==> src/rtl/cpu_pkg.sv <==
// Shared definitions for the cpu datapath and its hardwired control sequencer:
// sizing defaults, IR field positions, opcode values, state encoding and
// opcode-class helpers.
package cpu_pkg;

    localparam int unsigned REG_COUNT_DEF = 16;
    localparam int unsigned OP_W_DEF      = 5;
    localparam int unsigned REG_IDX_W     = 4;
    localparam int unsigned STATE_W       = 4;

    // IR field bit positions
    localparam int unsigned OP_MSB = 31;
    localparam int unsigned OP_LSB = 27;
    localparam int unsigned RA_MSB = 26;
    localparam int unsigned RA_LSB = 23;
    localparam int unsigned RB_MSB = 22;
    localparam int unsigned RB_LSB = 19;
    localparam int unsigned RC_MSB = 18;
    localparam int unsigned RC_LSB = 15;

    // Opcodes
    localparam logic [OP_W_DEF-1:0] OP_ADD  = 5'd3;
    localparam logic [OP_W_DEF-1:0] OP_SUB  = 5'd4;
    localparam logic [OP_W_DEF-1:0] OP_AND  = 5'd5;
    localparam logic [OP_W_DEF-1:0] OP_OR   = 5'd6;
    localparam logic [OP_W_DEF-1:0] OP_ROR  = 5'd7;
    localparam logic [OP_W_DEF-1:0] OP_ROL  = 5'd8;
    localparam logic [OP_W_DEF-1:0] OP_SHR  = 5'd9;
    localparam logic [OP_W_DEF-1:0] OP_SHRA = 5'd10;
    localparam logic [OP_W_DEF-1:0] OP_SHL  = 5'd11;
    localparam logic [OP_W_DEF-1:0] OP_MUL  = 5'd15;
    localparam logic [OP_W_DEF-1:0] OP_DIV  = 5'd16;
    localparam logic [OP_W_DEF-1:0] OP_NEG  = 5'd17;
    localparam logic [OP_W_DEF-1:0] OP_NOT  = 5'd18;
    localparam logic [OP_W_DEF-1:0] OP_NOP  = 5'd26;
    localparam logic [OP_W_DEF-1:0] OP_HALT = 5'd27;

    // Sequencer states; values are visible on the state output
    typedef enum logic [STATE_W-1:0] {
        S_IDLE = 4'd0,
        S_T0   = 4'd1,
        S_T1   = 4'd2,
        S_T2   = 4'd3,
        S_T3   = 4'd4,
        S_T4   = 4'd5,
        S_T5   = 4'd6,
        S_T6   = 4'd7,
        S_HALT = 4'd8
    } state_e;

    // Three-register ALU ops: ra <= rb op rc
    function automatic logic is_alu3(input logic [OP_W_DEF-1:0] op);
        return (op >= OP_ADD) && (op <= OP_SHL);
    endfunction

    // Two-result ops writing LO/HI
    function automatic logic is_muldiv(input logic [OP_W_DEF-1:0] op);
        return (op == OP_MUL) || (op == OP_DIV);
    endfunction

    // Single-operand ops: ra <= op rb
    function automatic logic is_unary(input logic [OP_W_DEF-1:0] op);
        return (op == OP_NEG) || (op == OP_NOT);
    endfunction

endpackage

==> src/rtl/reg_field_decode.sv <==
// Register-index decoder: turns a 4-bit register field plus enable into a
// one-hot register select vector.
//   idx_i    : register index
//   en_i     : select enable; vector is all-zero when low
//   onehot_o : one-hot select, REG_COUNT wide
module reg_field_decode
    import cpu_pkg::*;
#(
    parameter int unsigned REG_COUNT = REG_COUNT_DEF,
    parameter int unsigned IDX_W     = REG_IDX_W
) (
    input  logic [IDX_W-1:0]     idx_i,
    input  logic                 en_i,
    output logic [REG_COUNT-1:0] onehot_o
);

    // One-hot decode gated by enable
    always_comb begin
        onehot_o = '0;
        if (en_i) begin
            onehot_o[idx_i] = 1'b1;
        end
    end

endmodule

==> src/rtl/control_sequencer.sv <==
// Hardwired control unit for the cpu datapath. Fetch runs T0-T2, then
// decode/execute in T3-T6. All control outputs are Moore decodes of the
// registered state and the IR; nothing depends combinationally on mem_rdy.
//   clk, rst_n        : clock, async active-low reset
//   run               : start request, honoured only in IDLE
//   ir                : current IR (op, ra, rb, rc fields)
//   mem_rdy           : memory read data valid, sampled in T1
//   pc_*/mar/mdr/ir/y/z/lo/hi strobes : datapath control
//   reg_in / reg_out  : one-hot register load / bus drive
//   alu_op            : ALU operation, 0 when idle
//   state, halted     : current state, HALT indicator
//   illegal           : sticky undefined-opcode flag
module control_sequencer
    import cpu_pkg::*;
#(
    parameter int unsigned REG_COUNT = REG_COUNT_DEF,
    parameter int unsigned OP_W      = OP_W_DEF
) (
    input  logic                 clk,
    input  logic                 rst_n,
    input  logic                 run,
    input  logic [31:0]          ir,
    input  logic                 mem_rdy,
    output logic                 pc_out,
    output logic                 pc_in,
    output logic                 inc_pc,
    output logic                 mar_in,
    output logic                 mdr_read,
    output logic                 mdr_in,
    output logic                 mdr_out,
    output logic                 ir_in,
    output logic                 y_in,
    output logic                 zlo_in,
    output logic                 zhi_in,
    output logic                 zlo_out,
    output logic                 zhi_out,
    output logic                 lo_in,
    output logic                 hi_in,
    output logic [REG_COUNT-1:0] reg_in,
    output logic [REG_COUNT-1:0] reg_out,
    output logic [OP_W-1:0]      alu_op,
    output logic [STATE_W-1:0]   state,
    output logic                 halted,
    output logic                 illegal
);

    state_e                 state_q, state_d;
    logic                   t1_wait_q, t1_wait_d;
    logic                   illegal_q, illegal_d;

    logic [OP_W_DEF-1:0]    op;
    logic [REG_IDX_W-1:0]   ra, rb, rc;
    logic                   rin_en, rout_en;
    logic [REG_IDX_W-1:0]   rin_idx, rout_idx;
    logic                   unused_ir_bits;

    assign op             = ir[OP_MSB:OP_LSB];
    assign ra             = ir[RA_MSB:RA_LSB];
    assign rb             = ir[RB_MSB:RB_LSB];
    assign rc             = ir[RC_MSB:RC_LSB];
    assign unused_ir_bits = ^ir[RC_LSB-1:0];

    assign state   = state_q;
    assign illegal = illegal_q;

    // State, T1 wait tracking and sticky illegal flag
    always_ff @(posedge clk or negedge rst_n) begin
        if (!rst_n) begin
            state_q   <= S_IDLE;
            t1_wait_q <= 1'b0;
            illegal_q <= 1'b0;
        end else begin
            state_q   <= state_d;
            t1_wait_q <= t1_wait_d;
            illegal_q <= illegal_d;
        end
    end

    // Next-state and Moore output decode
    always_comb begin
        state_d   = state_q;
        t1_wait_d = 1'b0;
        illegal_d = illegal_q;
        pc_out    = 1'b0;
        pc_in     = 1'b0;
        inc_pc    = 1'b0;
        mar_in    = 1'b0;
        mdr_read  = 1'b0;
        mdr_in    = 1'b0;
        mdr_out   = 1'b0;
        ir_in     = 1'b0;
        y_in      = 1'b0;
        zlo_in    = 1'b0;
        zhi_in    = 1'b0;
        zlo_out   = 1'b0;
        zhi_out   = 1'b0;
        lo_in     = 1'b0;
        hi_in     = 1'b0;
        halted    = 1'b0;
        alu_op    = '0;
        rin_en    = 1'b0;
        rin_idx   = ra;
        rout_en   = 1'b0;
        rout_idx  = rb;

        unique case (state_q)
            S_IDLE: begin
                if (run) begin
                    state_d = S_T0;
                end
            end
            S_T0: begin
                pc_out  = 1'b1;
                mar_in  = 1'b1;
                inc_pc  = 1'b1;
                zlo_in  = 1'b1;
                state_d = S_T1;
            end
            S_T1: begin
                mdr_read = 1'b1;
                mdr_in   = 1'b1;
                // Incremented PC is written back only on the first T1 cycle
                if (!t1_wait_q) begin
                    zlo_out = 1'b1;
                    pc_in   = 1'b1;
                end
                if (mem_rdy) begin
                    state_d = S_T2;
                end else begin
                    t1_wait_d = 1'b1;
                end
            end
            S_T2: begin
                mdr_out = 1'b1;
                ir_in   = 1'b1;
                state_d = S_T3;
            end
            S_T3: begin
                if (is_alu3(op)) begin
                    rout_en  = 1'b1;
                    rout_idx = rb;
                    y_in     = 1'b1;
                    state_d  = S_T4;
                end else if (is_muldiv(op)) begin
                    rout_en  = 1'b1;
                    rout_idx = ra;
                    y_in     = 1'b1;
                    state_d  = S_T4;
                end else if (is_unary(op)) begin
                    rout_en  = 1'b1;
                    rout_idx = rb;
                    alu_op   = OP_W'(op);
                    zlo_in   = 1'b1;
                    state_d  = S_T4;
                end else if (op == OP_NOP) begin
                    state_d = S_T0;
                end else if (op == OP_HALT) begin
                    state_d = S_HALT;
                end else begin
                    illegal_d = 1'b1;
                    state_d   = S_HALT;
                end
            end
            S_T4: begin
                if (is_alu3(op)) begin
                    rout_en  = 1'b1;
                    rout_idx = rc;
                    alu_op   = OP_W'(op);
                    zlo_in   = 1'b1;
                    state_d  = S_T5;
                end else if (is_muldiv(op)) begin
                    rout_en  = 1'b1;
                    rout_idx = rb;
                    alu_op   = OP_W'(op);
                    zlo_in   = 1'b1;
                    zhi_in   = 1'b1;
                    state_d  = S_T5;
                end else if (is_unary(op)) begin
                    zlo_out = 1'b1;
                    rin_en  = 1'b1;
                    rin_idx = ra;
                    state_d = S_T0;
                end else begin
                    state_d = S_T0;
                end
            end
            S_T5: begin
                if (is_alu3(op)) begin
                    zlo_out = 1'b1;
                    rin_en  = 1'b1;
                    rin_idx = ra;
                    state_d = S_T0;
                end else if (is_muldiv(op)) begin
                    zlo_out = 1'b1;
                    lo_in   = 1'b1;
                    state_d = S_T6;
                end else begin
                    state_d = S_T0;
                end
            end
            S_T6: begin
                zhi_out = 1'b1;
                hi_in   = 1'b1;
                state_d = S_T0;
            end
            S_HALT: begin
                halted = 1'b1;
            end
            default: begin
                state_d = S_IDLE;
            end
        endcase
    end

    reg_field_decode #(
        .REG_COUNT (REG_COUNT),
        .IDX_W     (REG_IDX_W)
    ) u_reg_in_dec (
        .idx_i    (rin_idx),
        .en_i     (rin_en),
        .onehot_o (reg_in)
    );

    reg_field_decode #(
        .REG_COUNT (REG_COUNT),
        .IDX_W     (REG_IDX_W)
    ) u_reg_out_dec (
        .idx_i    (rout_idx),
        .en_i     (rout_en),
        .onehot_o (reg_out)
    );

    // Only one source may drive the internal bus in any cycle
    a_single_driver: assert property (@(posedge clk) disable iff (!rst_n)
        $onehot0({pc_out, mdr_out, zlo_out, zhi_out, reg_out}));

endmodule

==> config.mk <==
export PLATFORM = sky130hd
export DESIGN_NAME = control_sequencer
export DESIGN_NICKNAME = d
export VERILOG_FILES = /design/src/rtl/cpu_pkg.sv /design/src/rtl/reg_field_decode.sv /design/src/rtl/control_sequencer.sv
export SDC_FILE = /design/constraint.sdc
export NUM_CORES = 1
export LEC_CHECK = 0
export BUFFER_PORTS_ARGS = -buffer_cell sky130_fd_sc_hd__clkbuf_2
export CORE_AREA = 2 2 55 57
export CTS_BUF_LIST = sky130_fd_sc_hd__clkbuf_4
export DETAILED_ROUTE_END_ITERATION = 10
export DIE_AREA = 0 0 57 59
export GPL_ROUTABILITY_DRIVEN = 1
export GPL_TIMING_DRIVEN = 0
export HOLD_SLACK_MARGIN = 0.02
export PLACE_DENSITY = 0.94
export SLEW_MARGIN = 20
export SYNTH_ARGS = -nofsm -noshare
export SYNTH_HDL_FRONTEND = slang
export SYNTH_HIERARCHICAL = 1
export SYNTH_SLANG_ARGS = --single-unit
==> constraint.sdc <==
create_clock -name clk -period 6.1 [get_ports clk]
set_input_delay 0.915 -clock clk [delete_from_list [all_inputs] [get_ports clk]]
set_output_delay 0.915 -clock clk [all_outputs]
set_load 0.01 [all_outputs]
Word-level counts from Yosys, hierarchy flattened:

Index checks and enable logic that the tools add are counted.

* $lt $le $gt $ge: 6
* equal/unequal tests: 16
* multiplexer cells: 52
* bitwise logic cells: 6
* reductions and logical operators: 8

Operators with widths (count)
* $mux W4: 9
* $pmux W4 S9: 1
* $mux W16: 2
* $eq A5 B5 Y1 const B: 5
* $mux W5: 5
* $mux W1: 23
* $eq A4 B3 Y1 const B: 4
* $mux W3: 4
* $lt A4 B5 Y1 const B: 2
* $pmux W5 S2: 1
* $demux W1 S4: 2
* $eq A4 B2 Y1 const B: 2
* $ge A4 B1 Y1 const B: 2
* $pmux W4 S2: 1
* $not A1 Y1: 6
* $pmux W1 S3: 2
* $reduce_and A6 Y1: 1
* $eq A5 B4 Y1 const B: 1
* $ge A5 B2 Y1 const B: 1
* $le A5 B4 Y1 const B: 1
* $eq A4 B1 Y1 const B: 1
* $eq A4 B4 Y1 const B: 1
* $logic_not A4 Y1: 1
* $ne A2 B2 Y1 const B: 2
* other kinds (4): 8

* flip-flop bits (word level): 6
* bits of input ports: 36

Depth between registers and ports, before layout:

Gate-level depths: netlist (run 1).

* word-level depth: 10
* gate-level depth with buffers: 8
* mapped depth without buffers: 6

By module:

Netlist (run 1), hierarchy kept.

By module, submodules not included
* control_sequencer: instances 1, cells each 125, area an instance 919.6 µm², sequential area each 150.1 µm²
* reg_field_decode: instances 2, cells each 23, area an instance 117.6 µm², sequential area each 0.0 µm²

Worst setup path after synthesis (run 1):

Ideal clock, no wire load.

* kind: input to output
* start point: in ir[31]
* end point: out reg_out[3]
* arrival: 2.695 ns
* data required time: 5.185 ns
* setup slack: 2.490 ns
* stages: 8
* path buffers: 2
* path through: buf_6 > or3b_1 > o32a_1 > buf_6 > mux2_4 > a211oi_2 > nand2_1 > nor2_1

* longest elaborated chain between the ends: 10
* elaborated cells on any way between the ends: 25
* those cells by class: 4 x order compare; 4 x eq/ne; 13 x mux; 4 x reduce/logical

RTL lines
* start: declaration: RTL line control_sequencer.sv:22 `input logic [31:0] ir,`
* branches (longest 4 deep; another with $ge A5 B2 Y1)
* $pmux W4 S2 *: RTL line control_sequencer.sv:106 `unique case (state_q)`
* named net rout_idx[0]: RTL line control_sequencer.sv:54 `logic [REG_IDX_W-1:0] rin_idx, rout_idx;`
* $lt A4 B5 Y1 (implied by the code) or $ge A4 B1 Y1 (tied branches): RTL line reg_field_decode.sv:21 `onehot_o[idx_i] = 1'b1;`
* $logic_and A1 B1 Y1 (implied by the code): RTL line reg_field_decode.sv:21
* $mux W1 (implied by the code): RTL line reg_field_decode.sv:21
* $demux W1 S4 *
* $mux W16 *: RTL line reg_field_decode.sv:20 `if (en_i) begin`
* end: declaration: RTL line control_sequencer.sv:40 `output logic [REG_COUNT-1:0] reg_out,`

Mark *: on every way through the listed nets, which the timed path passes.

Final worst setup path (run 1):

* start point: in ir[30]
* end point: out reg_out[7]

The elaborated chain is that of the path after synthesis.

==> run metrics, run 1 <==
fraction of the mapped netlist area in adder cells=0%; root cell of the clock tree=sky130_fd_sc_hd__clkbuf_4; Mapped Avg Cell Area=6.75 um2; number of gates on the worst path with buffers counted=10; post-route clock skew=0.00331 ns; internal cell power=0.000223 W; Peak Freq=249 MHz; diode count=0; First-pass DRT Iterations=4; floorplan row count=19; initial cell density of the core=42.6%; number of filler cells placed in the layout=287; crit path max-delay cell type=sky130_fd_sc_hd__a211oi_2; r2r endpoint=illegal; gr ovfl total=0; clock latency on the worst-skew pair=0.24 ns; Max-Slew Margin vs Limit=69.2%; kind of cell adding the most delay to the critical path=compound AO/OA/AOI/OAI gates; origin of the critical flop-to-flop path=state[3]; number of routed nets with antenna violations=0; TritonCTS clock tree=yes; drt drc=0; post-synthesis share of cell area spent on and, or, nand and nor gates=45.2%; Synth Warn #=6; Critical Path RT=5.18 ns; post-CTS repair timing setup buffer count=0; Final Hold Slack=0.482 ns; overall power=0.000459 W; total half-perimeter wirelength after legalization and detailed placement=2820 um; number of gates resized after cts=0; placement-stage cell area=0.00158 mm2; mapped cell area=0.00115 mm2; horizontal die dimension=57 um; pin count of the biggest net entering global routing=11; proportion of layout cells with a drive suffix above 1=43.0%; clock network fraction of total power=7.8%; Finished Cell Area=0.00160 mm2; worst setup path category=in -> out; Power Density=287 mW/mm2; number of buffers created by CTS=3; share of the clock period used by the worst path=65.8%; Total Routed Length=3470 um; via-per-instance ratio=5.43; final hold viol count=0; number of cells on the worst reg-to-reg path=5; Critical Path Fanout Max=10; total count of max-transition violations in the final report=0; proportion of synthesized chip area in sequential cells=13.0%; FF-to-FF setup slack=4.38 ns; Crit path buffers/inverters=4; Total GRT Usage=20.8%; antenna violations before repair=0; static leakage power=0.798 nW; Worst setup EP type=output port; critical path arrival=3.10 ns; placed cell count=279; area of the placeable core=0.00271 mm2; Area growth syn-to-layout=38.7%; switching power as a share of total power=51.4%; First DRT Iteration DRCs=64; deepest clock path buffer count=2; die extent in y=59 um; ports placed on the boundary=94; Least-Margin Pin Slew=0.461 ns; type of element launching the critical path=input pin; multiplexer share of the synthesized area=6.07%; Netlist cell types=39; wire length per cell after detailed routing=12.3 um; RSZ-0062 raised after global routing=no; vias=1530; post-synthesis sequential element count=6; result of the run=finished clean; Synth Instances=171; worst hold path type=in -> async; Total Neg Setup Slack=0 ns; routability congestion estimate from global placement=0.925; number of cells in the finished layout apart from fillers=282; # Max-Cap Violations=0; clock period minus worst slack=4.01 ns; Comb pwr share=75.2%; clock-pin slew on the worst setup and hold paths=0.04 ns; input/output buffers=77; P_sw=0.000236 W; sequential fraction of design power=17.0%; # nets final=289; setup-violating endpoint count in the final report=0; Die Footprint=0.00336 mm2; sequence of cells on the critical path=clkbuf_2 -> clkbuf_1 -> nand2_1 -> o32a_1 -> buf_6 -> mux2_4 -> a211oi_2 -> nand2_1 -> nor2_1 -> clkbuf_2; critical path capture point=reg_out[7]; max incr delay on CP=0.43 ns; launching instance or port of the critical path=ir[30]; combinational family with the most area after synthesis=simple AND/OR/NAND/NOR gates; via count of the first global-routing pass=1291; clock sink count=6; compound-gate portion of the synthesized area=24.8%; depth of the CTS H-tree=1; wire length of the first global-routing pass=5710 um; nets in the synthesized netlist=207; maximum ir drop on the vdd rail=0.200 mV; count of hold-fix buffers inserted at cts=0; XOR/XNOR share of the synthesized area=0.758%
-- power by group through the flow --
| stage | registers [W] | clock network (W) | logic (W) |
|---|---|---|---|
| 6_report | 0.0000781 | 0.0000358 | 0.000345 |
| 5_1_grt | 0.0000808 | 0.0000428 | 0.000381 |
| 4_1_cts | 0.0000772 | 0.0000374 | 0.000345 |
| 3_5_place_dp | 0.0000776 | 0 | 0.000344 |
| 3_3_place_gp | 0.0000770 | 0 | 0.000338 |
| 2_1_floorplan | 0.0000802 | 0 | 0.000234 |
-- cell usage after synthesis --
cell type,count,area (um2)
sky130_fd_sc_hd__nor2_1,43,161
sky130_fd_sc_hd__or3b_1,1,8.76
sky130_fd_sc_hd__or4b_4,1,13.8
sky130_fd_sc_hd__nand3b_1,5,37.5
sky130_fd_sc_hd__o32a_1,1,10.0
sky130_fd_sc_hd__o221ai_1,1,8.76
sky130_fd_sc_hd__a21oi_1,9,45.0
sky130_fd_sc_hd__nand3_1,4,20.0
sky130_fd_sc_hd__mux2i_1,1,10.0
sky130_fd_sc_hd__o311a_1,1,10.0
sky130_fd_sc_hd__o21ai_0,3,15.0
sky130_fd_sc_hd__a21o_1,2,15.0
sky130_fd_sc_hd__o21bai_1,2,15.0
sky130_fd_sc_hd__nor3_2,2,20.0
sky130_fd_sc_hd__a211oi_1,5,37.5
sky130_fd_sc_hd__nor3b_1,2,15.0
sky130_fd_sc_hd__buf_4,5,37.5
sky130_fd_sc_hd__nand2_1,7,26.3
sky130_fd_sc_hd__inv_1,7,26.3
sky130_fd_sc_hd__clkbuf_1,4,15.0
sky130_fd_sc_hd__or4_1,1,7.51
sky130_fd_sc_hd__buf_6,3,33.8
sky130_fd_sc_hd__mux2_4,4,60.1
sky130_fd_sc_hd__or2_2,3,18.8
sky130_fd_sc_hd__a21oi_2,1,8.76
sky130_fd_sc_hd__o22ai_1,5,31.3
sky130_fd_sc_hd__dfrtp_1,6,150
sky130_fd_sc_hd__o31ai_1,3,22.5
sky130_fd_sc_hd__a211o_1,2,17.5
sky130_fd_sc_hd__nor3_1,13,65.1
sky130_fd_sc_hd__nand2_2,1,6.26
sky130_fd_sc_hd__or3b_2,1,8.76
sky130_fd_sc_hd__nand2b_1,10,62.6
sky130_fd_sc_hd__a211oi_2,4,50.1
sky130_fd_sc_hd__xnor2_1,1,8.76
sky130_fd_sc_hd__nor4b_1,1,8.76
sky130_fd_sc_hd__buf_2,1,5.00
sky130_fd_sc_hd__or3b_4,2,22.5
sky130_fd_sc_hd__or3_1,3,18.8
-- area by class of cell --
| class | instances | area, um2 | area share (%) |
|---|---|---|---|
| inverters | 7 | 26.3 | 1.64 |
| repair buffers | 77 | 385 | 24.1 |
| flip-flops and latches | 6 | 150 | 9.37 |
| multi-input cells | 145 | 887 | 55.4 |
| well taps | 31 | 38.8 | 2.42 |
| plain buffers | 13 | 91.3 | 5.70 |
| clock buffers | 3 | 22.5 | 1.41 |
-- state kept, by name, indices dropped and copies added, names as in the netlist --
| name | flops |
|---|---|
| state | 4 |
| t1_wait_q | 1 |
| illegal | 1 |
-- cells in the final DEF, fill, tap and decap left out, drive strengths merged, types with 3 or more instances in the layout --
master,synthesis,routed
o21ai,3,3
o31ai,3,3
nor3,15,15
nor2,43,43
dfrtp,6,6
or2,3,3
clkbuf,4,84
mux2,4,4
or3,3,3
nand3,4,4
a211oi,9,9
nand2b,10,10
nand2,8,8
nand3b,5,5
or3b,4,4
a21oi,10,10
buf,9,9
inv,7,7
o22ai,5,5
-- metal layers --
metal | GRT usage [%] | vias up | wire, um
li1 | - | 773 | -
met5 | 0 | - | 0
met1 | 29.0 | 672 | 1570
met4 | 6.31 | 0 | 48
met3 | 3.71 | 7 | 306
met2 | 33.2 | 78 | 1550
-- kinds of logic (layout without fill, tap and decap cells) --
logic type / count (synthesis) / in the layout
multiplexers: 5 / 5
AO/OA/AOI/OAI: 39 / 39
flip-flops: 6 / 6
AND/OR/NAND/NOR: 100 / 100
XOR/XNOR: 1 / 1
buffers and inverters: 20 / 100
-- stage by stage --
| stage | util, % | worst slack (ns) |
|---|---|---|
| 2_1_floorplan | - | 2.49 |
| 3_3_place_gp | 58.3 | 2.17 |
| 3_5_place_dp | 58.3 | 2.12 |
| 4_1_cts | 59.1 | 2.11 |
| 5_1_grt | 59.1 | 1.90 |
| 6_report | 59.1 | 2.09 |
-- how the worst min path moves through the flow --
stage,startpoint,endpoint,slack [ns],cells past startpoint
after floorplan,illegal,illegal,0.51,1
after global placement,illegal,illegal,0.46,1
after detailed placement,illegal,illegal,0.49,1
after CTS,rst_n,state[1],0.48,1
after global routing,rst_n,state[2],0.47,1
final,rst_n,state[1],0.48,1
Power figures use the tool's default switching activity.
==> run 2: changes to the inputs <==
--- a/config.mk
+++ b/config.mk
@@ -5,15 +5,16 @@
 export SDC_FILE = /design/constraint.sdc
 export NUM_CORES = 1
 export LEC_CHECK = 0
+export ABC_AREA = 1
 export BUFFER_PORTS_ARGS = -buffer_cell sky130_fd_sc_hd__clkbuf_2
-export CORE_AREA = 2 2 55 57
+export CORE_AREA = 2 2 56 58
 export CTS_BUF_LIST = sky130_fd_sc_hd__clkbuf_4
 export DETAILED_ROUTE_END_ITERATION = 10
-export DIE_AREA = 0 0 57 59
+export DIE_AREA = 0 0 58 60
 export GPL_ROUTABILITY_DRIVEN = 1
 export GPL_TIMING_DRIVEN = 0
 export HOLD_SLACK_MARGIN = 0.02
-export PLACE_DENSITY = 0.94
+export PLACE_DENSITY = 0.88
 export SLEW_MARGIN = 20
 export SYNTH_ARGS = -nofsm -noshare
 export SYNTH_HDL_FRONTEND = slang
==> constraint.sdc (replaced) <==
create_clock -name clk -period 4.03 [get_ports clk]
set_input_delay 0.6045 -clock clk [delete_from_list [all_inputs] [get_ports clk]]
set_output_delay 0.6045 -clock clk [all_outputs]
set_load 0.01 [all_outputs]
==> run 2 against run 1 <==
Net effect:
- synthesized area decreased by 7.3%
- synthesized cell count increased by 9.9%
- die area increased by 3.5%
- worst setup slack got worse by 0.76 ns
- non-clock buffer count decreased by 7
- sequential cell count unchanged
- clock power increased by 66%
- hold slack got worse by 0.32 ns
- sequential power increased by 32%
==> run metrics, run 2 <==
RSZ-0062 raised after global routing=no; leading cell types by total area after synthesis=sky130_fd_sc_hd__nor2_1, sky130_fd_sc_hd__dfrtp_1, sky130_fd_sc_hd__nand2_1; most frequently used cell type in the post-synthesis netlist=sky130_fd_sc_hd__nor2_1; Synth Instances=188 (+9.9%); type of element launching the critical path=input pin; via-per-instance ratio=4.64 (-14%); max incr delay on CP=0.30 ns (-0.13 ns); clock sink count=6 (unchanged); setup-violating endpoint count in the final report=0 (unchanged); root cell of the clock tree=sky130_fd_sc_hd__clkbuf_4; routability congestion estimate from global placement=0.883 (-4.5%); nets in the synthesized netlist=224 (+8.2%); area of the placeable core=0.00290 mm2 (+7.1%); clock period minus worst slack=2.70 ns; number of cells on the worst reg-to-reg path=7 (+2); First DRT Iteration DRCs=36 (-44%); number of filler cells placed in the layout=298 (+3.8%); Least-Margin Pin Slew=0.412 ns (-0.0491 ns); Critical Path RT=3.43 ns (-1.75 ns); post-CTS repair timing setup buffer count=0 (unchanged); Die Footprint=0.00348 mm2 (+3.5%); floorplan row count=20 (+1); number of routed nets with antenna violations=0 (unchanged); Total Routed Length=3090 um (-11%); top library cells by usage in the layout, fill and taps aside=sky130_fd_sc_hd__clkbuf_2, sky130_fd_sc_hd__nor2_1, sky130_fd_sc_hd__nand2_1, sky130_fd_sc_hd__inv_1, sky130_fd_sc_hd__nand3_1; Power Density=363 mW/mm2 (+26%); proportion of synthesized chip area in sequential cells=14.0% (+1.0 points); horizontal die dimension=58 um (+1.8%); FFs w/ async S/R, synth=100% (unchanged); depth of the CTS H-tree=1 (unchanged); top cells by count, synth=sky130_fd_sc_hd__nor2_1, sky130_fd_sc_hd__nand2_1, sky130_fd_sc_hd__inv_1; number of gates resized after cts=0 (unchanged); final hold viol count=0 (unchanged); total half-perimeter wirelength after legalization and detailed placement=2720 um (-3.4%); input/output buffers=78 (+1.3%); via count of the first global-routing pass=1182 (-8.4%); gr ovfl total=0 (unchanged); Finished Cell Area=0.00153 mm2 (-4.8%); FF-to-FF setup slack=2.60 ns (-1.78 ns); Synth Warn #=6 (unchanged); most common flop cell mapped by yosys=sky130_fd_sc_hd__dfrtp_1; multi-input combinational cell area=748 um2 (-16%); mapped cell area=0.00107 mm2 (-7.3%); # nets final=307 (+6.2%); critical path arrival=2.10 ns (-1.00 ns); ports placed on the boundary=94 (unchanged); placement-stage cell area=0.00150 mm2 (-4.8%); # Max-Cap Violations=0 (unchanged); diode count=0 (unchanged); clock-pin slew on the worst setup and hold paths=0.05 ns (about the same); proportion of layout cells with a drive suffix above 1=45.0% (+2.0 points); worst hold path type=in -> async; Mapped Avg Cell Area=5.70 um2 (-16%); worst setup path category=in -> out; Total Neg Setup Slack=0 ns (unchanged); Netlist cell types=23 (-41%); First-pass DRT Iterations=4 (unchanged); maximum ir drop on the vdd rail=0.306 mV (+53%); dominant cell type by area after synthesis=sky130_fd_sc_hd__nor2_1; Area growth syn-to-layout=42.4%; Total GRT Usage=17.7% (-3.1 points); total count of max-transition violations in the final report=0 (unchanged); commonest non-fill, non-tap cell in the layout=sky130_fd_sc_hd__clkbuf_2; Critical Path Fanout Max=6 (-4); TritonCTS clock tree=yes; crit path max-delay cell type=sky130_fd_sc_hd__a21oi_1; antenna violations before repair=0 (unchanged); static leakage power=0.948 nW (+19%); Peak Freq=370 MHz; vias=1401 (-8.4%); drt drc=0 (unchanged); deepest clock path buffer count=2 (unchanged); number of buffers created by CTS=3 (unchanged); sequence of cells on the critical path=clkbuf_2 -> a21oi_1 -> nand2_4 -> a21oi_1 -> o211ai_1 -> inv_1 -> nand3_1 -> nor2_1 -> clkbuf_2; post-route clock skew=0.00421 ns (+0.000901 ns); number of synthesized flops with an enable pin=0 (unchanged); initial cell density of the core=36.9% (-5.7 points); pin count of the biggest net entering global routing=11 (unchanged); count of hold-fix buffers inserted at cts=0 (unchanged); Sequential cell area=150 um2 (unchanged); number of flip-flops in the largest register=4 (unchanged); Worst setup EP type=output port; top-area cell type share of the netlist area=15.4% (+1.4 points); clock latency on the worst-skew pair=0.26 ns (+0.02 ns); origin of the critical flop-to-flop path=state[3]; result of the run=finished clean; post-synthesis sequential element count=6 (unchanged); wire length per cell after detailed routing=10.2 um (-17%); die extent in y=60 um (+1.7%); share of the clock period used by the worst path=67.1%; wire length of the first global-routing pass=4840 um (-15%); Max-Slew Margin vs Limit=72.3% (+3.1 points); r2r endpoint=state[2]
## run 2: worst max path at each step
stage | startpoint | to | cells past startpoint
2_1_floorplan | ir[29] | reg_out[0] | 7
3_3_place_gp | ir[31] | reg_out[4] | 9
3_5_place_dp | ir[29] | reg_out[3] | 9
4_1_cts | ir[31] | reg_out[3] | 9
5_1_grt | ir[31] | reg_out[10] | 9
6_report | ir[31] | reg_out[3] | 9
## run 2: power by group
group | internal (W) | total [W] | switching, W | leakage [nW]
clock | 0.0000339 | 0.0000593 | 0.0000254 | 0.0138
combinational | 0.000146 | 0.000391 | 0.000246 | 0.860
sequential | 0.0000793 | 0.000103 | 0.0000235 | 0.0740
## run 2: metal layers
layer	GRT usage, %	up-vias	share of wire (%)	routed length [um]
li1	-	742	-	-
met1	21.5	608	42	1290
met2	31.3	45	51	1570
met3	2.60	6	5.8	179
met4	7.31	0	1.6	51
met5	0	-	0	0
## run 2: worst max-delay path, delay by kind of cell
kind | cells | cell delay (ns)
simple gates | 3 | 0.37
buf+inv | 3 | 0.38
compound gates | 3 | 0.73
## run 2: kinds of logic after synthesis
group                  Yosys count  synth area share, %
buffers and inverters           41                 16.1
DFF                              6                 14.0
AOI/OAI and AO/OA               17                 10.7
and+or+nand+nor                124                 59.1
## run 2: stage by stage
step | hold slack, ns | worst slack (ns) | utilization (%) | cells | power, W
2_1_floorplan | 0.309 | 1.76 | - | 188 | 0.000372
3_3_place_gp | 0.434 | 1.37 | 51.8 | 299 | 0.000489
3_5_place_dp | 0.435 | 1.34 | 51.8 | 299 | 0.000496
4_1_cts | 0.164 | 1.33 | 52.5 | 302 | 0.000556
5_1_grt | 0.172 | 1.13 | 52.5 | 302 | 0.000599
6_report | 0.165 | 1.33 | 52.5 | 302 | 0.000553
## run 2: final cells by class
type	instances	area share [%]
tap	33	2.71
inverter	36	8.86
timing repair buffer	78	25.6
clock buffer	3	1.48
sequential	6	9.84
multi-input combinational	141	49.1
buffer	5	2.46
==> run 3: changes to the inputs <==
--- a/config.mk
+++ b/config.mk
@@ -7,14 +7,14 @@
 export LEC_CHECK = 0
 export ABC_AREA = 1
 export BUFFER_PORTS_ARGS = -buffer_cell sky130_fd_sc_hd__clkbuf_2
-export CORE_AREA = 2 2 56 58
+export CORE_AREA = 2 2 59 61
 export CTS_BUF_LIST = sky130_fd_sc_hd__clkbuf_4
 export DETAILED_ROUTE_END_ITERATION = 10
-export DIE_AREA = 0 0 58 60
+export DIE_AREA = 0 0 61 63
 export GPL_ROUTABILITY_DRIVEN = 1
 export GPL_TIMING_DRIVEN = 0
 export HOLD_SLACK_MARGIN = 0.02
-export PLACE_DENSITY = 0.88
+export PLACE_DENSITY = 0.83
 export SLEW_MARGIN = 20
 export SYNTH_ARGS = -nofsm -noshare
 export SYNTH_HDL_FRONTEND = slang
==> constraint.sdc (replaced) <==
create_clock -name clk -period 2.22 [get_ports clk]
set_input_delay 0.333 -clock clk [delete_from_list [all_inputs] [get_ports clk]]
set_output_delay 0.333 -clock clk [all_outputs]
set_load 0.01 [all_outputs]
==> run 3 against run 2 <==
Net effect:
- the run now ends with negative setup slack left
- clock skew is 0.0057 ns higher
- hold slack improved by 0.18 ns
- worst setup slack got worse by 1.3 ns
- routed wire length increased by 15%
- clock power increased by 85%
- cell count is 9.3% higher
- total power increased by 120%
- global-route usage rose by 0.22 points
- highest routed layer unchanged
- via count is 8.4% higher
- sequential share of layout area down 1.4 points
- non-clock buffer count is 15 higher
- sequential power grew 100%
- critical path type is now reg -> out
==> run metrics, run 3 (synthesis results as in run 2) <==
number of gates on the worst path with buffers counted=9 (unchanged); proportion of layout cells with a drive suffix above 1=57.0% (+12 points); post-route clock skew=0.00986 ns (+0.00565 ns); wire length of the first global-routing pass=5330 um (+10%); antenna violations before repair=0 (unchanged); number of flip-flops in the largest register=4 (unchanged); CP dominant cell by count=sky130_fd_sc_hd__nand2_4; clock-pin slew on the worst setup and hold paths=0.05 ns (about the same); setup-violating endpoint count in the final report=2 (+2); P_sw=0.000622 W (+110%); number of filler cells placed in the layout=320 (+7.4%); number of cells on the worst reg-to-reg path=9 (+2); sequence of cells on the critical path=nor2_4 -> nand2_4 -> nor2_8 -> buf_4 -> nand2_1 -> nand2_4 -> nand3_4 -> nor2_2 -> clkbuf_2; diode count=0 (unchanged); kind of cell adding the most delay to the critical path=simple AND/OR/NAND/NOR gates; Total GRT Usage=17.9% (+0.22 points); origin of the critical flop-to-flop path=state[3]; commonest non-fill, non-tap cell in the layout=sky130_fd_sc_hd__clkbuf_2; ports placed on the boundary=94 (unchanged); worst hold path type=in -> reg; Area growth syn-to-layout=69.7%; Critical Path RT=1.89 ns (-1.54 ns); via-per-instance ratio=4.60 (-0.78%); critical path arrival=1.91 ns (-0.19 ns); gr ovfl total=0 (unchanged); crit path max-delay cell type=sky130_fd_sc_hd__dfrtp_2; root cell of the clock tree=sky130_fd_sc_hd__clkbuf_4; total half-perimeter wirelength after legalization and detailed placement=2750 um (+1.2%); critical path capture point=reg_in[12]; wire length per cell after detailed routing=10.7 um (+4.9%); share of the clock period used by the worst path=101%; initial cell density of the core=33.1% (-3.8 points); Max-Slew Margin vs Limit=67.5% (-4.8 points); clock period minus worst slack=2.24 ns; max incr delay on CP=0.43 ns (+0.13 ns); type of element launching the critical path=flop; r2r endpoint=state[2]; worst setup path category=reg -> out; Worst Min Path Start=mem_rdy; number of buffers created by CTS=3 (unchanged); TritonCTS clock tree=yes; number of routed nets with antenna violations=0 (unchanged); horizontal die dimension=61 um (+5.2%); input/output buffers=78 (unchanged); drt drc=0 (unchanged); # nets final=322 (+4.9%); die extent in y=63 um (+5.0%); switching power as a share of total power=52.1% (-1.1 points); total count of max-transition violations in the final report=0 (unchanged); First-pass DRT Iterations=4 (unchanged); Least-Margin Pin Slew=0.485 ns (+0.0737 ns); Peak Freq=446 MHz; Die Footprint=0.00384 mm2 (+10%); maximum ir drop on the vdd rail=0.328 mV (+7.4%); pin count of the biggest net entering global routing=11 (unchanged); internal cell power=0.000572 W (+120%); sequential fraction of design power=17.3% (-1.3 points); vias=1519 (+8.4%); result of the run=finished with violations; Total Routed Length=3540 um (+15%); Comb pwr share=73.5% (+2.8 points); routability congestion estimate from global placement=0.787 (-11%); static leakage power=1.04 nW (+10%); FF-to-FF setup slack=0.72 ns (-1.88 ns); Critical Path Fanout Max=7 (+1); Worst setup EP type=output port; deepest clock path buffer count=2 (unchanged); launching instance or port of the critical path=state[3]; clock network fraction of total power=9.3% (-1.4 points); RSZ-0062 raised after global routing=yes; top library cells by usage in the layout, fill and taps aside=sky130_fd_sc_hd__clkbuf_2, sky130_fd_sc_hd__nor2_1, sky130_fd_sc_hd__nand2_1, sky130_fd_sc_hd__inv_1, sky130_fd_sc_hd__buf_2; Crit path buffers/inverters=2 (-1); # Max-Cap Violations=0 (unchanged); area of the placeable core=0.00323 mm2 (+11%); floorplan row count=21 (+5.0%); depth of the CTS H-tree=1 (unchanged); pre-CTS setup slack=0.0685 ns (-1.27 ns); Power Density=657 mW/mm2 (+81%); First DRT Iteration DRCs=62 (+72%); violations in the final reports=negative setup slack; clock sink count=6 (unchanged); final hold viol count=0 (unchanged); final core occ=56.3% (+3.7 points); worst-case setup margin in the final layout=-0.0245 ns (-1.35 ns); clock latency on the worst-skew pair=0.26 ns (about the same); via count of the first global-routing pass=1269 (+7.4%)
[run 3: cell types whose count changed in the layout (fill, tap and decap cells not counted), moves of 4 or more]
cell,change
sky130_fd_sc_hd__buf_4,+13
sky130_fd_sc_hd__nand3_2,+4
sky130_fd_sc_hd__nand3_4,+5
sky130_fd_sc_hd__nand3_1,-9
sky130_fd_sc_hd__nor2_1,-10
sky130_fd_sc_hd__nor2_2,+9
sky130_fd_sc_hd__clkbuf_2,-19
sky130_fd_sc_hd__buf_2,+19
[run 3: metal layers]
layer | GRT usage, % | vias to the layer above | part of all wire (%)
met5 | 0 | - | 0
met4 | 7.34 | 0 | 1.4
met3 | 2.28 | 6 | 5.3
met2 | 30.8 | 58 | 52
met1 | 21.8 | 681 | 41
li1 | - | 774 | -
[run 3: metrics by stage]
stage	total power (W)	std cells	hold slack (ns)	setup TNS, ns	instance area, um2
after detailed placement	0.000906	312	0.171	0	1520
after global routing	0.00129	330	0.339	-1.77	1820
after floorplan	0.000675	188	0.0374	0	1070
after CTS	0.00105	319	0.340	-0.0313	1610
final	0.00119	330	0.340	-0.0335	1820
after global placement	0.000891	312	0.162	0	1520
[run 3: worst min path at each step]
| stage | cells past startpoint | to | slack (ns) |
|---|---|---|---|
| 6_report | 3 | t1_wait_q | 0.34 |
| 2_1_floorplan | 0 | illegal | 0.04 |
| 3_3_place_gp | 1 | illegal | 0.16 |
| 4_1_cts | 3 | t1_wait_q | 0.34 |
| 3_5_place_dp | 1 | state[1] | 0.17 |
| 5_1_grt | 3 | t1_wait_q | 0.34 |
[run 3: worst register-to-register path: stages, from the launching register on]
cell                      delay [ns]
sky130_fd_sc_hd__dfrtp_2        0.43
sky130_fd_sc_hd__nor2_4         0.17
sky130_fd_sc_hd__nand2_4        0.10
sky130_fd_sc_hd__nor2_8         0.17
sky130_fd_sc_hd__nand2_4        0.09
sky130_fd_sc_hd__a21oi_4        0.14
sky130_fd_sc_hd__buf_12         0.14
sky130_fd_sc_hd__buf_4          0.11
sky130_fd_sc_hd__inv_2          0.04
sky130_fd_sc_hd__nand2_2        0.05
[run 3: final cells by class]
class | count | area, um2 | share of cell area, %
buffer | 5 | 37.5 | 2.06
timing repair buffer | 93 | 518 | 28.5
tap | 46 | 57.6 | 3.17
sequential | 6 | 153 | 8.40
multi-input combinational | 141 | 895 | 49.2
clock buffer | 3 | 22.5 | 1.24
inverter | 36 | 135 | 7.43
[run 3: timing repair]
action | in CTS | in global routing
gates cloned | 0 | 0
setup buffers | 3 | 11
pin swaps | 7 | 15
endpoints found under the hold margin | 6 | 0
endpoints found under the setup margin | 16 | 33
hold buffers | 1 | 0
gates resized for setup | 9 | 46
[run 3: power groups by stage]
| stage | clock network (W) | registers, W | logic (W) |
|---|---|---|---|
| 2_1_floorplan | 0 | 0.000196 | 0.000479 |
| 3_3_place_gp | 0 | 0.000188 | 0.000703 |
| 3_5_place_dp | 0 | 0.000191 | 0.000715 |
| 4_1_cts | 0.000108 | 0.000193 | 0.000750 |
| 5_1_grt | 0.000119 | 0.000209 | 0.000958 |
| 6_report | 0.000110 | 0.000206 | 0.000877 |
